`src/rtl/fetch_stage.sv`:
```
// fetch_stage: MINAv2 IF stage (PC, imem fetch, ID handoff); FETCH_MISALIGN_CHECK_EN adds fetch_misalign
module fetch_stage #(
  parameter logic [31:0] RESET_VECTOR = 32'h0000_0000
) (
  input  logic        clk,
  input  logic        rst,
  output logic        imem_req_valid,
  input  logic        imem_req_ready,
  output logic [31:0] imem_addr,
  input  logic        imem_rsp_valid,
  input  logic [31:0] imem_rsp_data,
  input  logic        stall,
  input  logic        redirect_valid,
  input  logic [31:0] redirect_addr,
  output logic        id_valid,
  output logic [63:0] id_params
`ifdef FETCH_MISALIGN_CHECK_EN
  ,
  output logic        fetch_misalign
`endif
);
  typedef struct packed {
    logic [31:0] ia_plus_4;
    logic [31:0] ir;
  } id_params_t;
  typedef enum logic [1:0] {S_IDLE, S_REQ, S_WAIT, S_DRAIN} state_t;
  state_t     state_q, state_d;
  logic [31:0] pc_q, pc_d, pc_inflight_q, pc_inflight_d, next_pc;
  logic       id_valid_q, id_valid_d;
  id_params_t id_params_q, id_params_d;
  always_comb begin
    next_pc        = pc_inflight_q + 32'd4;
    imem_req_valid = state_q == S_REQ && (!id_valid_q || !stall) && !redirect_valid;
    state_d        = state_q;
    pc_d           = pc_q;
    pc_inflight_d  = pc_inflight_q;
    id_params_d    = id_params_q;
    id_valid_d     = id_valid_q && stall;
    if (redirect_valid) begin
      pc_d       = redirect_addr & ~32'd3;
      id_valid_d = 1'b0;
      state_d    = state_q == S_WAIT ? (imem_rsp_valid ? S_REQ : S_DRAIN) :
                   state_q == S_IDLE ? S_REQ : state_q;
    end else if (state_q == S_IDLE) begin
      state_d = S_REQ;
    end else if (state_q == S_REQ && imem_req_valid && imem_req_ready) begin
      pc_inflight_d = pc_q;
      state_d       = S_WAIT;
    end else if (state_q == S_WAIT && imem_rsp_valid) begin
      id_params_d = '{ia_plus_4: next_pc, ir: imem_rsp_data};
      id_valid_d  = 1'b1;
      pc_d        = next_pc;
      state_d     = S_REQ;
    end else if (state_q == S_DRAIN && imem_rsp_valid) begin
      state_d = S_REQ;
    end
  end
  always_ff @(posedge clk) begin
    if (rst) begin
      state_q       <= S_IDLE;
      pc_q          <= RESET_VECTOR;
      pc_inflight_q <= '0;
      id_valid_q    <= 1'b0;
      id_params_q   <= '0;
    end else begin
      state_q       <= state_d;
      pc_q          <= pc_d;
      pc_inflight_q <= pc_inflight_d;
      id_valid_q    <= id_valid_d;
      id_params_q   <= id_params_d;
    end
  end
  assign imem_addr = pc_q;
  assign id_valid  = id_valid_q;
  assign id_params = id_params_q;
`ifdef FETCH_MISALIGN_CHECK_EN
  logic misalign_q, misalign_d;
  always_comb misalign_d = redirect_valid && redirect_addr[1:0] != 2'b00;
  always_ff @(posedge clk) misalign_q <= rst ? 1'b0 : misalign_d;
  assign fetch_misalign = misalign_q;
`endif
endmodule

```
`config.mk`:
```
export PLATFORM = sky130hd
export DESIGN_NAME = fetch_stage
export DESIGN_NICKNAME = d
export VERILOG_FILES = /design/src/rtl/fetch_stage.sv
export SDC_FILE = /design/constraint.sdc
export NUM_CORES = 1
export LEC_CHECK = 0
export ABC_AREA = 1
export CORE_ASPECT_RATIO = 0.9
export CORE_MARGIN = 1.5
export CORE_UTILIZATION = 45
export CTS_BUF_LIST = sky130_fd_sc_hd__clkbuf_2
export DETAILED_ROUTE_END_ITERATION = 10
export PLACE_DENSITY = 0.77
export SYNTH_ARGS = -nofsm -noshare
export SYNTH_HDL_FRONTEND = slang
export SYNTH_SLANG_ARGS = --single-unit
```
`constraint.sdc`:
```
create_clock -name clk -period 3.3 [get_ports clk]
set_input_delay 0.33 -clock clk [delete_from_list [all_inputs] [get_ports clk]]
set_output_delay 0.33 -clock clk [all_outputs]
set_load 0.05 [all_outputs]
```
==> summary.txt <==
Mapped Area: 0.00554 mm²
Fraction of layout cells with a size suffix above 1: 6.01%
Max-cap violations: 0
Main combinational cell family by area after synthesis: simple AND/OR/NAND/NOR gates
Worst reg2reg setup slack: 1220 ps
RSZ-0062 raised after global routing: no
Worst hold path type: primary input to register
# DRC: 0
Peak supply drop: 0.000488 V
Final setup vio count: 0
Data required time of the worst path: 2970 ps
Met2 Use GR: 38.8%
CP startpoint kind: register
Setup crit end kind: output port
Status: finished clean
Die area: 0.0130 mm²
Comb power frac: 16.4%
DR vias: 5541
Multiplexer area fraction after synthesis: 0%
Buffers & Inverters on Critical Path: 3
Worst EP arrival: 2220 ps
M3 GR Usage: 10.3%
Multi-input logic area: 0.00254 mm²
Most used cell, CP: nor2_1
# fillers: 1101
Post-CTS Hold Fix Bufs: 0
Clock Latency Late Sink: 680 ps
Peak Freq: 0.392 GHz
Cell count after synthesis: 787
Pre-CTS setup slack: 839 ps
Number of placed I/O pins: 168
First-pass GRT wire length: 25.2 mm
Number of global-route vias before repair: 5241
Post-Synth XOR/XNOR Area: 1.26%
Routed WL per cell: 14.0 µm
Routability cong.: 0.899
H-tree depth: 4
Net Sw Power: 0.00100 W
Root buf cell: clkbuf_2
Inserted Diodes: 0
LEAKAGE: 3.02 nW
Final hold vios: 0
Int Power: 0.00254 W
Largest net degree at the start of global routing: 75
Rel. slew slack: 32.0%
Clock Power Share: 35.3%
Synth unique cells: 29
Layout area overhead: 37.4%
Initial antenna violation count: 0
Simple-Gate Fraction of Synth Area: 27.0%
Final antenna-violating net count: 0
Crit-path slowest cell: dfxtp_1
Setup slack after layout: 751 ps
CP Cell Sequence: inv_1, nor2_1, nand2_1, nor2_1, buf_4, buf_12
Fin Setup TNS: 0 ps
Starting Density: 46.1%
Final hold slack: 199 ps
Crit Path Max Fanout: 8
Post-Synth Adder-Cell Area: 0.226%
Slew @ Worst Pin: 1020 ps
Register area share after synthesis: 47.3%
PD cells: 464 mW/mm²
GRT Util Overall: 24.5%
Fin crit share: 77.2%
Final Skew: 28.6 ps
CP max stage delay: 420 ps
Total Power: 0.00354 W
Core box area: 0.0120 mm²
Avg Inst Size Synth: 7.04 µm²
I/O Buffers: 165
Kind of cell adding the most delay to the critical path: simple AND/OR/NAND/NOR gates
Synth Area in Compound Gates: 17.2%
Rows: 38
FF+latch area: 0.00262 mm²
Die Width: 120 µm
Yosys reg bits: 131
Die H: 108 µm
Min cycle time layout: 2550 ps
DP Wirelength: 10.6 mm
Pins Over Slew Limit: 0
Inserted Clock Buffers: 17
Commonest non-fill, non-tap cell in the layout: nand2_1
Most frequent cells in the layout: 184 x nand2_1, 164 x clkdlybuf4s50_1, 131 x dfxtp_1, 120 x nor2_1, 86 x a21oi_1
CTS tree: done
Post-CTS setup buffer count: 0
DRT iter0 DRCs: 291
Grt ovf: 0
Clock sink count: 131
Switching fraction of total power: 28.3%
Sequential share of power: 48.3%
Vias/cell: 5.00
Clock transition at path regs: 200 ps
Clock Path Buffers: 2
Nets: 1007
Critical path class: register to output port
Synth Warn #: 0
Total wire length: 15.6 mm
Post_cts resized: 0
Syn Nets: 858
Gr busiest metal: met2
GR Util met1: 30.8%
TritonRoute pass-1 iters: 5
[worst reg2reg max path, stage by stage (launching register included)]
cell,delay (ps)
dfxtp_1,420
inv_1,100
nand3_2,160
nand2_1,70
buf_4,210
inv_1,760
nand2_1,110
a31oi_1,190
[cell families after synthesis]
kind of cell,Yosys count
XOR/XNOR,8
buffers and inverters,96
flip-flops,131
AND/OR/NAND/NOR,365
AO/OA/AOI/OAI,186
adder cells (fa/ha/maj),1
[power groups by stage]
stage | Clock [W] | Sequential [W] | Combinational, W
after floorplan | 0 | 0.00189 | 0.000185
after global placement | 0 | 0.00174 | 0.000577
after detailed placement | 0 | 0.00174 | 0.000580
after CTS | 0.00127 | 0.00171 | 0.000583
after global routing | 0.00134 | 0.00172 | 0.000627
final | 0.00125 | 0.00171 | 0.000581
[state kept, by name, summed over array words and instances, names as in the netlist]
name / cells
id_params: 64
imem_addr: 32
pc_inflight_q: 32
state_q: 2
id_valid: 1
[final timing paths]
path,start,to,cells after the start
max,state_q[0],imem_req_valid,6
min,redirect_addr[13],imem_addr[13],3
max reg2reg,state_q[0],imem_addr[15],7
min reg2reg,id_params[51],id_params[51],2
[routing by layer]
| metal | vias to the layer above | share of wire (%) |
|---|---|---|
| met4 | 0 | 0.90 |
| met3 | 11 | 8.7 |
| li1 | 2850 | - |
| met5 | - | 0 |
| met2 | 172 | 45 |
| met1 | 2508 | 45 |
[per-stage QoR]
step                instances  util [%]  area (µm²)
floorplan                 787         -        5540
global placement         1077      60.7        7300
detailed placement       1077      60.7        7300
CTS                      1109      63.3        7620
global route             1109      63.3        7620
finish                   1109      63.3        7620
[Yosys cell counts, drive strengths merged]
| library cell | instances | area share (%) |
|---|---|---|
| inv | 53 | 3.6 |
| xnor2 | 1 | 0.16 |
| o211ai | 1 | 0.14 |
| a211oi | 2 | 0.27 |
| nand2 | 186 | 13 |
| nor3 | 1 | 0.090 |
| a31oi | 12 | 1.4 |
| clkbuf | 27 | 1.8 |
| o21ai | 85 | 7.7 |
| and2 | 3 | 0.34 |
| buf | 16 | 1.6 |
| nor2 | 129 | 9.4 |
| a21oi | 86 | 7.8 |
| nor4 | 1 | 0.11 |
| xor2 | 7 | 1.1 |
| nand3 | 42 | 3.9 |
| ha | 1 | 0.23 |
| dfxtp | 131 | 47 |
| nand4 | 2 | 0.34 |
| or2 | 1 | 0.11 |
[cell type report]
type | instances | area share [%]
Sequential cell | 131 | 34.4
Multi-Input combinational cell | 560 | 33.3
Timing Repair Buffer | 173 | 22.9
Clock inverter | 10 | 2.69
Tap cell | 160 | 2.63
Inverter | 53 | 2.61
Clock buffer | 22 | 1.44
(Power assumes the default switching activity.)
